===== src/rtl/wb_arbiter2.sv =====
// Two-master / one-slave classic Wishbone arbiter with round-robin grant, whole-cycle
// grant hold and a strobe watchdog that turns a never-acked access into an error.
module wb_arbiter2 #(
  parameter int AW      = 32,
  parameter int DW      = 32,
  parameter int TIMEOUT = 255,
  parameter int CW      = 8
) (
  input  logic          clock,
  input  logic          reset_n,
  input  logic          m0_cyc_i,
  input  logic          m0_stb_i,
  input  logic          m0_we_i,
  input  logic [AW-1:0] m0_addr_i,
  input  logic [DW-1:0] m0_data_i,
  output logic [DW-1:0] m0_data_o,
  output logic          m0_ack_o,
  output logic          m0_err_o,
  input  logic          m1_cyc_i,
  input  logic          m1_stb_i,
  input  logic          m1_we_i,
  input  logic [AW-1:0] m1_addr_i,
  input  logic [DW-1:0] m1_data_i,
  output logic [DW-1:0] m1_data_o,
  output logic          m1_ack_o,
  output logic          m1_err_o,
  output logic          s_cyc_o,
  output logic          s_stb_o,
  output logic          s_we_o,
  output logic [AW-1:0] s_addr_o,
  output logic [DW-1:0] s_data_o,
  input  logic [DW-1:0] s_data_i,
  input  logic          s_ack_i,
  output logic [1:0]    grant_o,
  output logic          timeout_o
);

  typedef enum logic [1:0] {
    S_IDLE,
    S_OWN0,
    S_OWN1,
    S_RELEASE
  } state_t;

  state_t        r_state;
  logic          r_last_winner;
  logic [CW-1:0] r_wd_cnt;
  logic          r_timeout;

  logic w_own0;
  logic w_own1;
  logic w_cyc;
  logic w_stb;
  logic w_timeout;
  logic w_rel_cyc;

  assign w_own0 = (r_state == S_OWN0);
  assign w_own1 = (r_state == S_OWN1);

  // NOTE: forwarding is combinational so a master dropping cyc is seen by the slave
  // in the same cycle; only the ownership decision itself is registered.
  assign w_cyc = w_own0 ? m0_cyc_i : (w_own1 ? m1_cyc_i : 1'b0);
  assign w_stb = w_own0 ? m0_stb_i : (w_own1 ? m1_stb_i : 1'b0);

  // An ack arriving in the would-be timeout cycle wins over the error.
  assign w_timeout = (w_own0 | w_own1) & w_stb & ~s_ack_i
                   & (r_wd_cnt == CW'(TIMEOUT - 1));

  // In RELEASE the stalled owner is the one recorded as last winner.
  assign w_rel_cyc = r_last_winner ? m1_cyc_i : m0_cyc_i;

  assign s_cyc_o  = w_cyc;
  assign s_stb_o  = w_stb;
  assign s_we_o   = w_own0 ? m0_we_i   : (w_own1 ? m1_we_i   : 1'b0);
  assign s_addr_o = w_own0 ? m0_addr_i : (w_own1 ? m1_addr_i : '0);
  assign s_data_o = w_own0 ? m0_data_i : (w_own1 ? m1_data_i : '0);

  assign m0_ack_o  = w_own0 & s_ack_i & ~w_timeout;
  assign m1_ack_o  = w_own1 & s_ack_i & ~w_timeout;
  assign m0_err_o  = w_own0 & w_timeout;
  assign m1_err_o  = w_own1 & w_timeout;
  assign m0_data_o = w_own0 ? s_data_i : '0;
  assign m1_data_o = w_own1 ? s_data_i : '0;

  // RELEASE reports no owner: the slave port is parked while the stalled master lets go.
  assign grant_o   = {w_own1, w_own0};
  assign timeout_o = r_timeout;

  // NOTE: all state uses non-blocking assignments so every branch sees pre-edge values.
  always_ff @(posedge clock or negedge reset_n) begin
    if (!reset_n) begin
      r_state       <= S_IDLE;
      r_last_winner <= 1'b1;
      r_wd_cnt      <= '0;
      r_timeout     <= 1'b0;
    end else begin
      case (r_state)
        S_IDLE: begin
          r_wd_cnt <= '0;
          if (m0_cyc_i && m1_cyc_i) begin
            r_state <= r_last_winner ? S_OWN0 : S_OWN1;
          end else if (m0_cyc_i) begin
            r_state <= S_OWN0;
          end else if (m1_cyc_i) begin
            r_state <= S_OWN1;
          end
        end
        S_OWN0, S_OWN1: begin
          if (!w_cyc) begin
            r_state       <= S_IDLE;
            r_last_winner <= w_own1;
            r_wd_cnt      <= '0;
          end else if (w_timeout) begin
            r_state       <= S_RELEASE;
            r_last_winner <= w_own1;
            r_timeout     <= 1'b1;
            r_wd_cnt      <= '0;
          end else if (w_stb && !s_ack_i) begin
            r_wd_cnt <= r_wd_cnt + 1'b1;
          end else begin
            r_wd_cnt <= '0;
          end
        end
        default: begin
          r_wd_cnt <= '0;
          if (!w_rel_cyc) begin
            r_state <= S_IDLE;
          end
        end
      endcase
    end
  end

endmodule


===== config.mk =====
export PLATFORM = sky130hd
export DESIGN_NAME = wb_arbiter2
export DESIGN_NICKNAME = d
export VERILOG_FILES = /design/src/rtl/wb_arbiter2.sv
export SDC_FILE = /design/constraint.sdc
export NUM_CORES = 1
export LEC_CHECK = 0
export BUFFER_PORTS_ARGS = -buffer_cell sky130_fd_sc_hd__buf_4
export CORE_AREA = 2 2 119 121
export CTS_CLUSTER_SIZE = 20
export DETAILED_ROUTE_END_ITERATION = 8
export DIE_AREA = 0 0 121 123
export GPL_TIMING_DRIVEN = 0
export PLACE_DENSITY = 0.54
export SYNTH_ARGS = -nofsm -noshare
export SYNTH_HDL_FRONTEND = slang
export SYNTH_SLANG_ARGS = --single-unit

===== constraint.sdc =====
create_clock -name clock -period 2 [get_ports clock]
set_input_delay 0.3 -clock clock [delete_from_list [all_inputs] [get_ports clock]]
set_output_delay 0.3 -clock clock [all_outputs]
set_load 0.02 [all_outputs]

==> metrics.md, run 1 <==
| Metric | Value |
|---|---|
| Pin count of the biggest net entering global routing | 13 |
| CP Capture Type | output port |
| DR vias/cell | 4.188 |
| Post-Place Cells | 716 |
| Required time of the critical path | 1700 ps |
| Multiplexer share of the synthesized area | 0.02436 |
| Most frequent cells in the layout | 264 x buf_4, 66 x and2_1, 65 x a22o_1 |
| DPL Wire Length | 10080 µm |
| DRC Markers | 0 |
| Share of layout cells above drive strength 1 | 0.6756 |
| Clock slew at reported path FFs | 40 ps |
| Fillers | 1390 |
| Post-Synth Simple-Gate Area | 0.3153 |
| Peak supply drop | 486.5 µV |
| Pwr Total | 0.006639 W |
| Die X | 121 µm |
| Yosys reg bits | 12 |
| # H-tree levels | 1 |
| CP Class | reg -> out |
| Violated checks | setup timing |
| Core area | 13610 µm² |
| Routed len/inst | 17.25 µm |
| Status | finished, violations left |
| Final Util | 0.3831 |
| Register area share after synthesis | 0.1631 |
| Area Growth Syn to Fin | 182.0% |
| Vias in the first global route | 2998 |
| Clk Latency, worst-skew pair | 240 ps |
| Post-Syn Nets | 405 |
| Unrepaired setup endpoints after global routing | true |
| First drt pass iteration count | 4 |
| # IOs | 307 |
| Hold WC Path Type | in -> async |
| Detailed-route via count | 3091 |
| Row cnt | 43 |
| PD cells | 1273 nW/µm² |
| Final Instance Count excl. Fillers | 738 |
| Main area contributors after synthesis | a22o_1 31%, and2_1 22%, dfrtp_1 15% |
| RD Place Congestion | 0.7568 |
| Met3 global-route usage | 0.02076 |
| R2R Setup Slk | 20 ps |
| TritonCTS buffer count | 3 |
| Crit path max fanout | 9 |
| Minimum clock period | 2146 ps |
| Drt initial violations | 149 |
| Initial antenna violation count | 0 |
| Yosys top cell area share | 0.3078 |
| Final setup violation count | 78 |
| Mapped Area | 1849 µm² |
| Leakage Power | 2.737 nW |
| Root Driver | clkbuf_16 |
| CTS tree | built |
| Global route hottest layer | met2 |
| Global-route wire length before repair | 17070 µm |
| Main combinational cell family by area after synthesis | compound AO/OA/AOI/OAI gates |
| Yosys warning count | 0 |
| Layout Nets | 734 |
| Final Hold Fails | 0 |
| Gr usage total | 0.1457 |
| Slew Viols, Final | 0 |
| Netlist cell types | 34 |
| Commonest non-fill, non-tap cell in the layout | buf_4 |
| Post-synthesis compound-gate area fraction | 0.3613 |
| Clock sinks | 12 |
| N_diodes | 0 |
| Worst-Margin Slew | 646.0 ps |
| Setup TNS | -7735 ps |
| Drt total wl | 12730 µm |
| Post-synthesis adder-cell area fraction | 0.04060 |
| Max Buffers Root-to-Sink | 2 |
| Initial Util | 0.1359 |
| GR Util met1 | 0.1801 |
| Max frequency | 466.0 MHz |
| Final Cycle Share | 1.073 |
| Post-synthesis xor/xnor area fraction | 0.02842 |
| Number of port buffers | 306 |
| Die ar. | 14880 µm² |
| Clock skew | 3.380 ps |
| Crit path arrival time | 1850 ps |
| Leading area contributor after synthesis | a22o_1 |
| Crit path launch type | flip-flop |
| DIE HEIGHT | 123 µm |
| Final setup margin | -146.1 ps |
| ANT nets after route | 0 |
| Synthesized area per cell | 8.040 µm² |
| Slew HR | 0.5675 |
| Max_cap viols | 0 |
| Met2 usage | 0.2718 |
| GR Overflow Total | 0 |
| Mapped Cells | 230 |
-- kinds of logic (layout without fill, tap and decap cells) --
| group | count (synthesis) | count (layout) |
|---|---|---|
| muxes | 4 | 4 |
| and+or+nand+nor | 96 | 96 |
| adders and majority gates | 6 | 6 |
| DFF | 12 | 12 |
| xor gates and xnor gates | 6 | 6 |
| buffers and inverters | 29 | 357 |
| AOI/OAI and AO/OA | 77 | 77 |
-- sequential cells by signal (all words and copies together), names as in the netlist --
name and count:
r_wd_cnt 8, r_last_winner 1, r_state 2, timeout_o 1
-- per-stage QoR --
step | worst slack [ps] | cell area, µm² | hold slack, ps
2_1_floorplan | 65.73 | 1849 | 4.409
3_5_place_dp | -738.5 | 4372 | 151.5
6_report | -146.1 | 5215 | 442.1
5_1_grt | -214.4 | 5215 | 463.6
4_1_cts | -186.8 | 4901 | 442.6
3_3_place_gp | -695.6 | 4372 | 148.7
-- Yosys cell counts (all sizes together) --
cell,count
a2111oi,1
a21oi,3
a22o,65
a22oi,2
a31o,1
a31oi,1
and2,68
and3,2
buf,10
clkbuf,14
dfrtp,11
dfstp,1
ha,6
inv,5
mux2,4
nand2,3
nand2b,1
nand3,4
nand3b,2
nand4,1
nor2,12
nor2b,3
o211ai,1
o21ai,3
xnor2,3
xor2,3
-- critical path, stage by stage (launching register included) --
cell	delay, ps
dfrtp_1	390
inv_2	90
ha_4	180
buf_4	140
nor2b_4	180
buf_12	190
clkbuf_16	150
a22o_1	150
buf_6	130
-- layer usage --
layer,part of all wire,vias to the layer above
met3,0.063,10
met2,0.54,128
met4,0.0085,0
met5,0,-
li1,-,1492
met1,0.39,1461
-- area by class of cell --
| class | instances | area, µm² | share of cell area |
|---|---|---|---|
| multi-input cells | 189 | 1528 | 0.2929 |
| well taps | 180 | 225.2 | 0.04319 |
| plain buffers | 24 | 292.8 | 0.05614 |
| clock buffers | 4 | 78.83 | 0.01512 |
| flip-flops and latches | 12 | 301.5 | 0.05782 |
| inverters | 5 | 18.77 | 0.003599 |
| repair buffers | 324 | 2770 | 0.5312 |
-- where the power goes --
| group | leakage [nW] | switching [W] | internal (W) |
|---|---|---|---|
| Clock | 0.0382 | 0.0000982 | 0.000268 |
| Sequential | 0.162 | 0.0000303 | 0.000279 |
| Combinational | 2.54 | 0.00288 | 0.00308 |
-- timing repair --
item | in CTS | in global routing
pin swaps | 6 | 11
buffers inserted | 10 | 1
setup endpoints to repair | 146 | 142
hold endpoints to repair | 11 | 0
resized for setup | 99 | 56
gates cloned | 1 | 5
hold buffers | 1 | 0
-- worst paths after layout --
check,from,endpoint,cells after the start
min in group clock,timeout_o,timeout_o,1
worst min register to register,timeout_o,timeout_o,1
worst max-delay path,r_state[1],s_addr_o[27],8
worst max register to register,r_state[1],r_state[1],7
worst min-delay path,reset_n,r_wd_cnt[7],2
max in group asynchronous,reset_n,r_last_winner,2
Power figures use the tool's default switching activity.
==> run 2: changes to the inputs <==
Settings changed: CORE_AREA 2 2 119 121 to 2 2 120 122, DIE_AREA 0 0 121 123 to 0 0 122 124.
Clock period 2 ns to 2.6 ns, I/O delays scaled along.
==> metrics.md, run 2 (synthesis results as in run 1) <==
| Metric | Value |
|---|---|
| Status | complete, no violations |
| Clk Latency, worst-skew pair | 240 ps |
| RD Place Congestion | 0.7855 |
| Initial Util | 0.1348 |
| Worst r2r src | r_state[1] |
| Hold Crit Start | timeout_o |
| R2R Setup Slk | 590 ps |
| CP Class | reg -> out |
| Largest register by flop count | r_wd_cnt |
| Slew Viols, Final | 0 |
| # IOs | 307 |
| Crit path max fanout | 10 |
| Root Driver | clkbuf_16 |
| Die X | 122 µm |
| Hold WC Path Type | reg -> reg |
| Share of layout cells above drive strength 1 | 0.6144 |
| Minimum clock period | 2440 ps |
| Die ar. | 15130 µm² |
| Final Util | 0.3274 |
| PD cells | 904.8 nW/µm² |
| Global-route wire length before repair | 16810 µm |
| CTS tree | built |
| GR Overflow Total | 0 |
| Chain of cells forming the critical path | inv_1 > ha_2 > clkbuf_8 > buf_2 > clkbuf_2 > and2_1 > buf_4 |
| Largest regs | r_wd_cnt: 8 flops, r_state: 2 flops |
| Routed len/inst | 17.13 µm |
| Core area | 13720 µm² |
| CP Capture Type | output port |
| TritonCTS buffer count | 3 |
| Pin count of the biggest net entering global routing | 13 |
| Leakage Power | 2.450 nW |
| Placed Area | 4372 µm² |
| CP delay by family, top | buffers and inverters |
| Post-route design area | 4492 µm² |
| FF-to-FF path depth | 7 |
| Max Buffers Root-to-Sink | 2 |
| Commonest non-fill, non-tap cell in the layout | buf_4 |
| Post-Place Setup Slack | -253.7 ps |
| RR Endpoint | r_state[0] |
| Initial antenna violation count | 2 |
| DRC Markers | 0 |
| Worst Hold Depth | 1 |
| ANT nets after route | 0 |
| DR vias/cell | 4.174 |
| Final Cycle Share | 0.9384 |
| Max incr delay on CP | 400 ps |
| Max reg flops | 8 |
| Final setup margin | 160.1 ps |
| Crit path launch type | flip-flop |
| Slew HR | 0.5587 |
| Final setup violation count | 0 |
| # H-tree levels | 1 |
| Unrepaired setup endpoints after global routing | false |
| Max frequency | 409.9 MHz |
| Multi-input gate area | 1426 µm² |
| Vias in the first global route | 2858 |
| Final Hold Fails | 0 |
| Peak supply drop | 322.0 µV |
| Max_cap viols | 0 |
| Row cnt | 43 |
| Detailed-route via count | 3022 |
| Slowest cell on crit path | dfrtp_1 |
| Register Area | 301.5 µm² |
| Area Growth Syn to Fin | 142.9% |
| Hold EP | timeout_o |
| DIE HEIGHT | 124 µm |
| DPL Wire Length | 10600 µm |
| Most frequent cells in the layout | 309 x buf_4, 66 x and2_1, 65 x a22o_1 |
| Drt initial violations | 142 |
| Required time of the critical path | 2210 ps |
| First drt pass iteration count | 4 |
| Layout Nets | 718 |
| Clock skew | 0.9597 ps |
| Gr usage total | 0.1425 |
| WP buf/inv | 5 |
| Crit path arrival time | 2050 ps |
| Worst-Margin Slew | 659.0 ps |
| Clock slew at reported path FFs | 40 ps |
| Drt total wl | 12400 µm |
| Clock sinks | 12 |
| Number of port buffers | 306 |
| Fillers | 1454 |
==> run 2: layout make-up <==
class / instances / area share
inverter: 5 / 0.004178
multi-input combinational: 189 / 0.3175
antenna: 2 / 0.001114
sequential: 12 / 0.06713
clock buffer: 4 / 0.01755
tap: 180 / 0.05014
timing repair buffer: 308 / 0.5153
buffer: 24 / 0.02702
==> run 2: worst max path at each step <==
stage	slack, ps	end	cells after the start	startpoint
floorplan	580	m0_data_o[21]	6	r_state[1]
global placement	-200	m0_data_o[29]	7	r_state[1]
detailed placement	-250	m0_data_o[24]	7	r_state[1]
CTS	30	m1_data_o[2]	6	r_state[0]
global route	10	s_addr_o[7]	6	r_state[0]
finish	160	m0_data_o[29]	7	r_state[1]
==> run 2: what timing repair did <==
item                                    CTS  global route
hold endpoints to repair                 11             0
cloned                                    0             0
buffers inserted                          0             1
hold buffers                              1             0
endpoints found under the setup margin  101            89
resized for setup                         5             7
pin swaps                                 1             1
==> run 2: metal layers <==
layer	routed length (µm)	share of wire	vias up	global-route usage
met3	1020	0.082	15	0.03114
met1	5030	0.41	1414	0.1896
li1	-	-	1459	-
met4	193	0.016	0	0.03376
met2	6154	0.50	134	0.2350
met5	0	0	-	0
==> run 2: stage by stage <==
step                power [W]  cells  hold slack [ps]  TNS, ps
finish               0.004064    724            479.8        0
global route         0.004305    722            509.4        0
CTS                  0.004087    721            485.1        0
detailed placement   0.003770    716            239.2    -4443
global placement     0.003764    716            235.6    -2014
floorplan            0.002174    230            94.41        0
==> run 2: power by group <==
group / switching [W] / internal [W]
sequential: 0.0000207 / 0.000215
clock: 0.0000769 / 0.000206
combinational: 0.00200 / 0.00155
==> run 2: worst register-to-register path, cell delays in order (launching register included) <==
cell and delay (ps):
dfrtp_1 400, inv_1 100, ha_2 270, nand2_1 150, a2111oi_4 370, buf_4 210
o21ai_2 80, mux2_1 310
